[src/rtl/dmem_arbiter_if.sv]
// Purpose: requester and data-memory bundle shared by dmem_arbiter and its environment.
// Latency: none; wires only.
// Backpressure: requesters hold req and their fields until the matching gnt strobe.
interface dmem_arbiter_if;
  // requester side, two ports packed side by side
  logic [1:0]  req;
  logic [1:0]  wr;
  logic [63:0] addr;
  logic [63:0] wdata;
  logic [7:0]  mask;
  logic [1:0]  gnt;
  logic [1:0]  done;
  logic        err;
  logic [31:0] rdata;
  logic        busy;
  // data memory side
  logic        mem_ce;
  logic        mem_we;
  logic        mem_memRr;
  logic [31:0] mem_addr;
  logic [31:0] mem_wtData;
  logic [3:0]  mem_w_mask;
  logic [3:0]  mem_r_mask;
  logic [31:0] mem_rdData;

  // arbiter view
  modport slave (
    input  req, wr, addr, wdata, mask, mem_rdData,
    output gnt, done, err, rdata, busy,
    output mem_ce, mem_we, mem_memRr, mem_addr, mem_wtData, mem_w_mask, mem_r_mask
  );

  // requester plus memory-model view
  modport master (
    output req, wr, addr, wdata, mask, mem_rdData,
    input  gnt, done, err, rdata, busy,
    input  mem_ce, mem_we, mem_memRr, mem_addr, mem_wtData, mem_w_mask, mem_r_mask
  );
endinterface

[src/rtl/dmem_arbiter.sv]
// Purpose: two-port data-memory arbiter (CPU port 0 priority, debug port 1 anti-starvation).
// Latency: read done at accept+3, sub-word write at +2, full write and out-of-range at +1.
// Backpressure: only one operation in flight; gnt is given only in IDLE, requesters hold until gnt.
module dmem_arbiter #(
  parameter int unsigned STARVE_MAX = 4
) (
  input  logic           clk,
  input  logic           rst,
  dmem_arbiter_if.slave  bus
);

  typedef enum logic [2:0] {
    IDLE      = 3'd0,
    RD_A      = 3'd1,
    RD_B      = 3'd2,
    RD_RET    = 3'd3,
    WR_PRE    = 3'd4,
    WR_COMMIT = 3'd5
  } state_t;

  localparam logic [3:0] STARVE_LIM = 4'(STARVE_MAX);

  state_t      state;
  logic        lat_port;
  logic [3:0]  lat_mask;
  logic [3:0]  starve_cnt;

  // registered outputs
  logic [1:0]  done_q;
  logic        err_q;
  logic [31:0] rdata_q;
  logic        busy_q;
  logic        mem_ce_q;
  logic        mem_we_q;
  logic        mem_rr_q;
  logic [31:0] mem_addr_q;
  logic [31:0] mem_wdat_q;
  logic [3:0]  mem_wm_q;
  logic [3:0]  mem_rm_q;

  // arbitration results
  logic        starved;
  logic        pick1;
  logic        accept;
  logic [1:0]  gnt;
  logic        sel_wr;
  logic [31:0] sel_addr;
  logic [31:0] sel_wdata;
  logic [3:0]  sel_mask;
  logic [1:0]  port_oh;

  // Pick a port in IDLE and mux its request fields for latching
  always_comb begin
    starved   = (starve_cnt >= STARVE_LIM);
    pick1     = bus.req[1] && (!bus.req[0] || starved);
    accept    = (state == IDLE) && (|bus.req);
    gnt       = 2'b00;
    if (accept) begin
      gnt = pick1 ? 2'b10 : 2'b01;
    end
    sel_wr    = pick1 ? bus.wr[1]          : bus.wr[0];
    sel_addr  = pick1 ? bus.addr[63:32]    : bus.addr[31:0];
    sel_wdata = pick1 ? bus.wdata[63:32]   : bus.wdata[31:0];
    sel_mask  = pick1 ? bus.mask[7:4]      : bus.mask[3:0];
    port_oh   = lat_port ? 2'b10 : 2'b01;
  end

  // Operation FSM; every output except gnt is a register so reset clears it at once
  always_ff @(posedge clk or posedge rst) begin
    if (rst) begin
      state      <= IDLE;
      lat_port   <= 1'b0;
      lat_mask   <= 4'd0;
      starve_cnt <= 4'd0;
      done_q     <= 2'b00;
      err_q      <= 1'b0;
      rdata_q    <= 32'd0;
      busy_q     <= 1'b0;
      mem_ce_q   <= 1'b0;
      mem_we_q   <= 1'b0;
      mem_rr_q   <= 1'b0;
      mem_addr_q <= 32'd0;
      mem_wdat_q <= 32'd0;
      mem_wm_q   <= 4'd0;
      mem_rm_q   <= 4'd0;
    end else begin
      done_q <= 2'b00;
      err_q  <= 1'b0;
      case (state)
        IDLE: begin
          // Count only port-0 wins that made a waiting port 1 lose
          if (!bus.req[1] || pick1) begin
            starve_cnt <= 4'd0;
          end else if (accept && starve_cnt != 4'd15) begin
            starve_cnt <= starve_cnt + 4'd1;
          end
          if (accept) begin
            lat_port   <= pick1;
            lat_mask   <= sel_mask;
            mem_addr_q <= sel_addr;
            mem_wdat_q <= sel_wdata;
            busy_q     <= 1'b1;
            if (|sel_addr[31:10]) begin
              // Out of range: report through RD_RET without touching memory
              state  <= RD_RET;
              done_q <= gnt;
              err_q  <= 1'b1;
            end else if (!sel_wr) begin
              state    <= RD_A;
              mem_ce_q <= 1'b1;
            end else if (sel_mask == 4'b0001 || sel_mask == 4'b0011) begin
              // Sub-word writes get a preparation cycle so the memory can merge
              state    <= WR_PRE;
              mem_ce_q <= 1'b1;
            end else begin
              state    <= WR_COMMIT;
              mem_ce_q <= 1'b1;
              mem_we_q <= 1'b1;
              mem_wm_q <= 4'b1111;
              done_q   <= gnt;
            end
          end
        end
        RD_A: begin
          state    <= RD_B;
          mem_rr_q <= 1'b1;
          mem_rm_q <= lat_mask;
        end
        RD_B: begin
          state    <= RD_RET;
          mem_ce_q <= 1'b0;
          mem_rr_q <= 1'b0;
          mem_rm_q <= 4'd0;
          done_q   <= port_oh;
          rdata_q  <= bus.mem_rdData;
        end
        RD_RET: begin
          state  <= IDLE;
          busy_q <= 1'b0;
        end
        WR_PRE: begin
          state    <= WR_COMMIT;
          mem_we_q <= 1'b1;
          mem_wm_q <= lat_mask;
          done_q   <= port_oh;
        end
        WR_COMMIT: begin
          state    <= IDLE;
          busy_q   <= 1'b0;
          mem_ce_q <= 1'b0;
          mem_we_q <= 1'b0;
          mem_wm_q <= 4'd0;
        end
        default: begin
          state    <= IDLE;
          busy_q   <= 1'b0;
          mem_ce_q <= 1'b0;
          mem_we_q <= 1'b0;
          mem_rr_q <= 1'b0;
          mem_wm_q <= 4'd0;
          mem_rm_q <= 4'd0;
        end
      endcase
    end
  end

  assign bus.gnt        = gnt;
  assign bus.done       = done_q;
  assign bus.err        = err_q;
  assign bus.rdata      = rdata_q;
  assign bus.busy       = busy_q;
  assign bus.mem_ce     = mem_ce_q;
  assign bus.mem_we     = mem_we_q;
  assign bus.mem_memRr  = mem_rr_q;
  assign bus.mem_addr   = mem_addr_q;
  assign bus.mem_wtData = mem_wdat_q;
  assign bus.mem_w_mask = mem_wm_q;
  assign bus.mem_r_mask = mem_rm_q;

endmodule

[src/flat_wrapper.sv]
// flat-port wrapper written by rule: the top's interface ports become plain ports
module dmem_arbiter_flat 
#(
  parameter int unsigned STARVE_MAX = 4
)
  (clk, rst, bus_req, bus_wr, bus_addr, bus_wdata, bus_mask, bus_mem_rdData, bus_gnt, bus_done, bus_err, bus_rdata, bus_busy, bus_mem_ce, bus_mem_we, bus_mem_memRr, bus_mem_addr, bus_mem_wtData, bus_mem_w_mask, bus_mem_r_mask);
  dmem_arbiter_if bus_i ();
  input  logic clk;
  input  logic rst;
  input wire logic [$bits(bus_i.req)-1:0] bus_req;
  input wire logic [$bits(bus_i.wr)-1:0] bus_wr;
  input wire logic [$bits(bus_i.addr)-1:0] bus_addr;
  input wire logic [$bits(bus_i.wdata)-1:0] bus_wdata;
  input wire logic [$bits(bus_i.mask)-1:0] bus_mask;
  input wire logic [$bits(bus_i.mem_rdData)-1:0] bus_mem_rdData;
  output wire logic [$bits(bus_i.gnt)-1:0] bus_gnt;
  output wire logic [$bits(bus_i.done)-1:0] bus_done;
  output wire logic [$bits(bus_i.err)-1:0] bus_err;
  output wire logic [$bits(bus_i.rdata)-1:0] bus_rdata;
  output wire logic [$bits(bus_i.busy)-1:0] bus_busy;
  output wire logic [$bits(bus_i.mem_ce)-1:0] bus_mem_ce;
  output wire logic [$bits(bus_i.mem_we)-1:0] bus_mem_we;
  output wire logic [$bits(bus_i.mem_memRr)-1:0] bus_mem_memRr;
  output wire logic [$bits(bus_i.mem_addr)-1:0] bus_mem_addr;
  output wire logic [$bits(bus_i.mem_wtData)-1:0] bus_mem_wtData;
  output wire logic [$bits(bus_i.mem_w_mask)-1:0] bus_mem_w_mask;
  output wire logic [$bits(bus_i.mem_r_mask)-1:0] bus_mem_r_mask;
  assign bus_i.req = bus_req;
  assign bus_i.wr = bus_wr;
  assign bus_i.addr = bus_addr;
  assign bus_i.wdata = bus_wdata;
  assign bus_i.mask = bus_mask;
  assign bus_i.mem_rdData = bus_mem_rdData;
  assign bus_gnt = bus_i.gnt;
  assign bus_done = bus_i.done;
  assign bus_err = bus_i.err;
  assign bus_rdata = bus_i.rdata;
  assign bus_busy = bus_i.busy;
  assign bus_mem_ce = bus_i.mem_ce;
  assign bus_mem_we = bus_i.mem_we;
  assign bus_mem_memRr = bus_i.mem_memRr;
  assign bus_mem_addr = bus_i.mem_addr;
  assign bus_mem_wtData = bus_i.mem_wtData;
  assign bus_mem_w_mask = bus_i.mem_w_mask;
  assign bus_mem_r_mask = bus_i.mem_r_mask;
  dmem_arbiter #(.STARVE_MAX(STARVE_MAX)) u_core (.clk(clk), .rst(rst), .bus(bus_i));
endmodule
[config.mk]
export PLATFORM = sky130hd
export DESIGN_NAME = dmem_arbiter_flat
export DESIGN_NICKNAME = d
export VERILOG_FILES = /design/src/rtl/dmem_arbiter_if.sv /design/src/rtl/dmem_arbiter.sv /design/src/flat_wrapper.sv
export SDC_FILE = /design/constraint.sdc
export NUM_CORES = 1
export LEC_CHECK = 0
export CAP_MARGIN = 20
export CORE_MARGIN = 1
export CORE_UTILIZATION = 43
export DETAILED_ROUTE_END_ITERATION = 12
export GPL_TIMING_DRIVEN = 0
export PLACE_DENSITY = 0.88
export SYNTH_ARGS = -nofsm -noshare
export SYNTH_HDL_FRONTEND = slang
export SYNTH_SLANG_ARGS = --single-unit
export TNS_END_PERCENT = 20
[constraint.sdc]
create_clock -name clk -period 10 [get_ports clk]
set_input_delay 2 -clock clk [delete_from_list [all_inputs] [get_ports clk]]
set_output_delay 2 -clock clk [all_outputs]
set_load 0.05 [all_outputs]
==> impl_metrics.py, run 1 <==
metrics = {
    "outcome": {
        "status": "finished clean",
    },
    "floorplan": {
        "io_pins": 287,
        "die-area_um2": 13100,
        "core-area_um2": 12200,
        "initial_core_util_pct": 44.7,
        "die-height_um": 114,
        "placement_rows": 40,
        "die_w_um": 114,
    },
    "sta": {
        "setup_ws_ns": 3.54,
        "skew_ns": 0.00740,
        "rsz0062_at_grt": "false",
        "max_freq_mhz": 155,
        "finalCriticalPeriod_ns": 6.46,
        "drv_slew": 0,
        "hold_violations": 0,
        "fin_tns_setup_ns": 0,
        "post-route-period-util_pct": 64.6,
        "slew_headroom_pct": 55.7,
        "setup_viol": 0,
        "worst_pin_slew_ns": 0.662,
    },
    "finish": {
        "n_antenna_cell": 0,
        "final_nets": 1018,
        "regArea_um2": 3080,
        "multi_input_area_um2": 2150,
        "areaGrowthSynthToFinish_pct": 68.5,
        "n_fill_cell": 831,
        "layout-drive-gt1-share_pct": 11.4,
        "design_area_um2": 9150,
        "utilization_pct": 75.2,
    },
    "yosys": {
        "yosysSeqAreaShare_pct": 56.7,
        "synthesis.area_um2": 5430,
        "yosys-top-cells-area": "dfrtp_1, nand2_1, mux2_2, a22oi_1, o21ai_0",
        "yosys_register_bits": 123,
        "synth_nets": 712,
        "avgSynthCellArea_um2": 10.1,
        "synth.largest_area_cell": "dfrtp_1",
        "yosys.area.top_type_share_pct": 56.7,
        "synth_warnings": 0,
        "ys_types": 39,
        "syn_inst": 537,
    },
    "cts": {
        "cts_buffer_depth": 2,
        "holdBufCountCts": 0,
        "cts.sinks": 123,
        "root_buffer": "clkbuf_16",
        "clkTransAtPathRegs_ns": 0.06,
        "cts_tree": "built",
        "numCtsBuffers": 17,
        "clk_latency_ns": 0.41,
        "postCtsSetupBuffers": 0,
        "post_cts_resized": 0,
        "cts_htree_levels": 4,
    },
    "flow_run": {
        "max-cap-violations": 0,
    },
    "setup_path": {
        "crit_path_end_kind": "output pin",
        "start_kind": "input port",
        "cp_max_fo": 10,
        "arrival_ns": 4.46,
        "required_ns": 8.00,
        "r2r_setup_slack_ns": 8.03,
        "crit_type": "input port to output pin",
    },
    "global_routing": {
        "grt_use_total_pct": 28.1,
        "grt_pass1_wl_um": 28200,
        "grt-ovfl-total": 0,
        "grt_pass1_vias": 5800,
        "grt_start_max_net_pins": 80,
        "antenna_found_initial": 0,
    },
    "detailed_routing": {
        "num_vias": 5485,
        "drc": 0,
        "ant_nets": 0,
        "dr.pass1.iters": 5,
        "routed_via_density": 5.36,
        "wl_per_cell_um": 17.9,
        "finalWirelength_um": 18300,
        "drtIter0Drc": 318,
    },
    "power": {
        "power.leakage_nw": 3.83,
        "cellPowerDensity_nw_per_um2": 362,
        "irDropWorstVdd_uv": 205,
    },
    "placed_design": {
        "pre_cts_slack_ns": 3.59,
        "dp_hpwl_um": 13700,
        "gp_congestion": 0.900,
        "place.port_buffers": 286,
        "placed_cell_area_um2": 8540,
    },
    "min_path": {
        "hp-class": "flip-flop to flip-flop",
    },
}
worst max-delay path, cell delays in order:
cell and delay, ns:
clkdlybuf4s50_1 0.54, nor3b_2 0.28, nor2b_1 0.11, buf_2 0.22, buf_4 0.23, nor2_1 0.19
clkdlybuf4s50_1 0.88
synth_stat cells:
| cell type | instances |
|---|---|
| or2_2 | 1 |
| a31o_2 | 1 |
| a2bb2oi_1 | 1 |
| a22oi_1 | 43 |
| a32o_1 | 1 |
| nand2b_1 | 3 |
| nor2_1 | 41 |
| buf_4 | 2 |
| o41ai_1 | 1 |
| nor4_1 | 11 |
| nor3_1 | 4 |
| o31a_1 | 1 |
| o31ai_1 | 2 |
| a21oi_1 | 6 |
| ha_1 | 1 |
| mux2i_1 | 5 |
| o21ai_1 | 6 |
| a22o_1 | 3 |
| o221ai_1 | 1 |
| and2_1 | 1 |
| o21ai_0 | 42 |
| o22ai_1 | 5 |
| mux2_2 | 34 |
| dfrtp_1 | 123 |
| buf_2 | 22 |
| nor3b_2 | 1 |
| a31oi_1 | 25 |
| nor2_4 | 2 |
| or4_1 | 2 |
| o21ai_2 | 1 |
| xnor2_1 | 2 |
| nand2_1 | 117 |
| a211oi_1 | 1 |
| clkbuf_1 | 14 |
| nand4_1 | 2 |
| or3_1 | 1 |
| inv_1 | 6 |
| nor2b_1 | 1 |
| maj3_1 | 1 |
cell usage in the layout (no fill, tap or decap), types with 3 or more instances in the layout:
cell	count
a21oi_1	6
a22o_1	3
a22oi_1	43
a31oi_1	25
buf_2	22
bufinv_16	3
clkbuf_1	14
clkbuf_16	17
clkdlybuf4s50_1	286
clkinv_4	5
dfrtp_1	123
inv_1	5
inv_6	5
mux2_2	34
mux2i_1	5
nand2_1	117
nand2b_1	3
nor2_1	41
nor3_1	4
nor4_1	11
o21ai_0	42
o21ai_1	6
o22ai_1	5
per-stage QoR:
step / instances / hold slack (ns) / power (mW)
final: 1024 / 0.483 / 3.31
after global routing: 1024 / 0.513 / 3.46
after CTS: 1024 / 0.485 / 3.32
after detailed placement: 992 / 0.472 / 2.67
after global placement: 991 / 0.461 / 2.61
after floorplan: 537 / 0.473 / 2.01
final cells by class:
| type | count | area share [%] |
|---|---|---|
| plain buffers | 38 | 1.94 |
| clock buffers | 17 | 4.65 |
| clock inverters | 15 | 2.06 |
| inverters | 6 | 0.301 |
| multi-input cells | 370 | 23.5 |
| flip-flops and latches | 123 | 33.6 |
| well taps | 168 | 2.30 |
| repair buffers | 287 | 31.6 |
power breakdown:
| group | switching [mW] | total (mW) | internal, mW |
|---|---|---|---|
| registers | 0.131 | 0.858 | 0.727 |
| logic | 1.18 | 1.82 | 0.634 |
| clock network | 0.241 | 0.638 | 0.396 |
kinds of logic after synthesis:
| group | share of synthesized area, % |
|---|---|
| XOR/XNOR | 0.323 |
| buffers and inverters | 3.69 |
| adder cells (fa/ha/maj) | 0.415 |
| AND/OR/NAND/NOR | 14.5 |
| multiplexers | 7.97 |
| flip-flops | 56.7 |
| AO/OA/AOI/OAI | 16.4 |
worst paths after layout:
path | start | endpoint | cells past startpoint
worst max-delay path | bus_req[0] | bus_gnt[0] | 7
worst min-delay path | u_core.bus.mem_wtData[31]$_DFFE_PP0P_ | u_core.bus.mem_wtData[31]$_DFFE_PP0P_ | 2
worst max register to register | u_core.state[0]$_DFFE_PP0P_ | u_core.bus.mem_addr[0]$_DFFE_PP0P_ | 6
worst min register to register | u_core.bus.mem_wtData[31]$_DFFE_PP0P_ | u_core.bus.mem_wtData[31]$_DFFE_PP0P_ | 2
max in group asynchronous | rst | u_core.bus.mem_addr[31]$_DFFE_PP0P_ | 3
min in group asynchronous | rst | u_core.bus.mem_addr[2]$_DFFE_PP0P_ | 2
routing by layer:
layer / GRT usage [%] / vias to the layer above / routed length [um]
met4: 11.9 / 0 / 638
met2: 50.0 / 267 / 9210
li1: - / 2522 / -
met1: 31.1 / 2638 / 7130
met5: 0 / - / 0
met3: 8.58 / 58 / 1360
sequential cells by signal, summed over array words and instances (netlist names):
register               cells
u_core.bus.busy            1
u_core.bus.done            2
u_core.bus.err             1
u_core.bus.mem_addr       32
u_core.bus.mem_ce          1
u_core.bus.mem_memRr       1
u_core.bus.mem_r_mask      4
u_core.bus.mem_w_mask      4
u_core.bus.mem_we          1
u_core.bus.mem_wtData     32
u_core.bus.rdata          32
u_core.lat_mask            4
u_core.lat_port            1
u_core.starve_cnt          4
u_core.state               3
No activity file was read; power rests on OpenSTA's default activity.
==> inputs of run 2 (changes only) <==
--- a/config.mk
+++ b/config.mk
@@ -7,10 +7,10 @@
 export LEC_CHECK = 0
 export CAP_MARGIN = 20
 export CORE_MARGIN = 1
-export CORE_UTILIZATION = 43
+export CORE_UTILIZATION = 40
 export DETAILED_ROUTE_END_ITERATION = 12
 export GPL_TIMING_DRIVEN = 0
-export PLACE_DENSITY = 0.88
+export PLACE_DENSITY = 0.82
 export SYNTH_ARGS = -nofsm -noshare
 export SYNTH_HDL_FRONTEND = slang
 export SYNTH_SLANG_ARGS = --single-unit
==> constraint.sdc (replaced) <==
create_clock -name clk -period 6.7 [get_ports clk]
set_input_delay 1.34 -clock clk [delete_from_list [all_inputs] [get_ports clk]]
set_output_delay 1.34 -clock clk [all_outputs]
set_load 0.05 [all_outputs]
==> run 2 against run 1 <==
Global-route usage is 2.4 points lower. Die area up 7.4%. First-iteration DRC count down 12%. Clock skew increased by 0.0022 ns. Design area barely moved. Sequential power up 49%. Largest cell class unchanged. Highest routed layer unchanged.
==> impl_metrics.py, run 2 (synthesized netlist as in run 1, its figures left out) <==
metrics = {
    "outcome": {
        "status": "finished clean",
    },
    "detailed_routing": {
        "finalWirelength_um": 17700,
        "drtIter0Drc": 280,
        "num_vias": 5456,
        "routed_via_density": 5.29,
        "ant_nets": 0,
        "wl_per_cell_um": 17.2,
        "dr.pass1.iters": 5,
        "drc": 0,
    },
    "setup_path": {
        "slowest_delay_ns": 0.86,
        "arrival_ns": 3.70,
        "path_buf_inv": 4,
        "cp_max_fo": 10,
        "path_delay_family": "buffers and inverters",
        "required_ns": 5.36,
        "path_common_cell": "clkdlybuf4s50_1",
        "crit_type": "input port to output pin",
        "crit_chain": "clkdlybuf4s50_1 > nor3b_2 > nor2b_1 > buf_2 > buf_4 > nor2_1 > clkdlybuf4s50_1",
        "crit_path_end_kind": "output pin",
        "start_kind": "input port",
        "crit_slowest_cell": "clkdlybuf4s50_1",
    },
    "sta": {
        "slew_headroom_pct": 55.8,
        "worst_pin_slew_ns": 0.660,
        "hold_violations": 0,
        "drv_slew": 0,
        "finalCriticalPeriod_ns": 5.04,
        "skew_ns": 0.00957,
        "hold_slack_ns": 0.478,
        "setup_viol": 0,
        "max_freq_mhz": 198,
        "fin_tns_setup_ns": 0,
        "post-route-period-util_pct": 75.2,
        "rsz0062_at_grt": "false",
    },
    "power": {
        "irDropWorstVdd_uv": 305,
        "power.leakage_nw": 3.83,
        "cellPowerDensity_nw_per_um2": 535,
    },
    "global_routing": {
        "grt_use_met2_pct": 43.6,
        "top_usage_layer": "met2",
        "antenna_found_initial": 0,
        "grt_use_total_pct": 25.7,
        "grt_pass1_wl_um": 28000,
        "use_met3_pct": 7.77,
        "grt_start_max_net_pins": 65,
        "grt-ovfl-total": 0,
        "grt_pass1_vias": 5531,
        "grt_use_met1_pct": 30.0,
    },
    "placed_design": {
        "post-place-cells": 1000,
        "place.port_buffers": 286,
        "placed_cell_area_um2": 8550,
        "dp_hpwl_um": 13400,
        "gp_congestion": 0.896,
    },
    "floorplan": {
        "die-height_um": 119,
        "die_w_um": 119,
        "core-area_um2": 13200,
        "placement_rows": 42,
        "initial_core_util_pct": 41.0,
        "die-area_um2": 14000,
        "io_pins": 287,
    },
    "finish": {
        "layout-drive-gt1-share_pct": 11.2,
        "final_cell_mix": "clkdlybuf4s50_1, dfrtp_1, nand2_1, a22oi_1, o21ai_0",
        "final_nets": 1018,
        "n_fill_cell": 1021,
        "areaGrowthSynthToFinish_pct": 68.4,
        "final_cells": 1032,
        "design_area_um2": 9150,
        "n_antenna_cell": 0,
        "final_common_cell": "clkdlybuf4s50_1",
    },
    "cts": {
        "postCtsSetupBuffers": 0,
        "clkTransAtPathRegs_ns": 0.06,
        "cts_buffer_depth": 2,
        "cts_tree": "built",
        "clk_latency_ns": 0.41,
        "numCtsBuffers": 17,
        "root_buffer": "clkbuf_16",
        "cts_htree_levels": 4,
        "holdBufCountCts": 0,
        "post_cts_resized": 0,
        "cts.sinks": 123,
    },
    "flow_run": {
        "max-cap-violations": 0,
    },
    "min_path": {
        "hp-class": "flip-flop to flip-flop",
    },
}
[run 2: final timing paths]
| check | cells past startpoint | to | start | slack, ns |
|---|---|---|---|---|
| worst max register to register | 6 | u_core.bus.mem_wtData[0]$_DFFE_PP0P_ | u_core.state[0]$_DFFE_PP0P_ | 4.70 |
| worst max-delay path | 7 | bus_gnt[0] | bus_req[0] | 1.66 |
| max in group asynchronous | 3 | u_core.bus.mem_addr[14]$_DFFE_PP0P_ | rst | 4.61 |
| worst min register to register | 2 | u_core.bus.mem_wtData[18]$_DFFE_PP0P_ | u_core.bus.mem_wtData[18]$_DFFE_PP0P_ | 0.48 |
| min in group asynchronous | 2 | u_core.bus.mem_addr[2]$_DFFE_PP0P_ | rst | 1.38 |
| worst min-delay path | 2 | u_core.bus.mem_wtData[18]$_DFFE_PP0P_ | u_core.bus.mem_wtData[18]$_DFFE_PP0P_ | 0.48 |
[run 2: cell type report]
cell class / count / area (um^2) / area share, %
multi-input combinational: 370 / 2150 / 23.5
clock buffer: 19 / 433 / 4.73
sequential: 123 / 3080 / 33.6
inverter: 6 / 27.5 / 0.301
buffer: 38 / 178 / 1.94
clock inverter: 13 / 169 / 1.85
timing repair buffer: 287 / 2890 / 31.6
tap: 176 / 220 / 2.41
[run 2: through the flow]
stage | setup WS [ns] | total power, mW | util (%)
final | 1.66 | 4.90 | 69.1
after global routing | 1.51 | 5.13 | 69.1
after CTS | 1.64 | 4.92 | 69.1
after detailed placement | 1.65 | 3.98 | 64.5
after global placement | 0.481 | 3.90 | 64.3
after floorplan | 2.09 | 3.01 | -
[run 2: report_power, final]
group | total, mW | switching [mW] | internal, mW
Sequential | 1.28 | 0.194 | 1.09
Combinational | 2.69 | 1.74 | 0.947
Clock | 0.931 | 0.343 | 0.588
Total | 4.90 | 2.28 | 2.62
[run 2: worst reg2reg max path, cell delays in order, from the launching register on]
cell	delay (ns)
dfrtp_1	0.39
buf_2	0.18
nor3_1	0.49
o21ai_2	0.28
clkbuf_1	0.30
nand2_1	0.13
o21ai_0	0.09
[run 2: routing by layer]
layer / vias to the layer above / share of wire (%)
met4: 0 / 3.0
li1: 2520 / -
met3: 41 / 7.4
met2: 250 / 49
met5: - / 0
met1: 2645 / 40
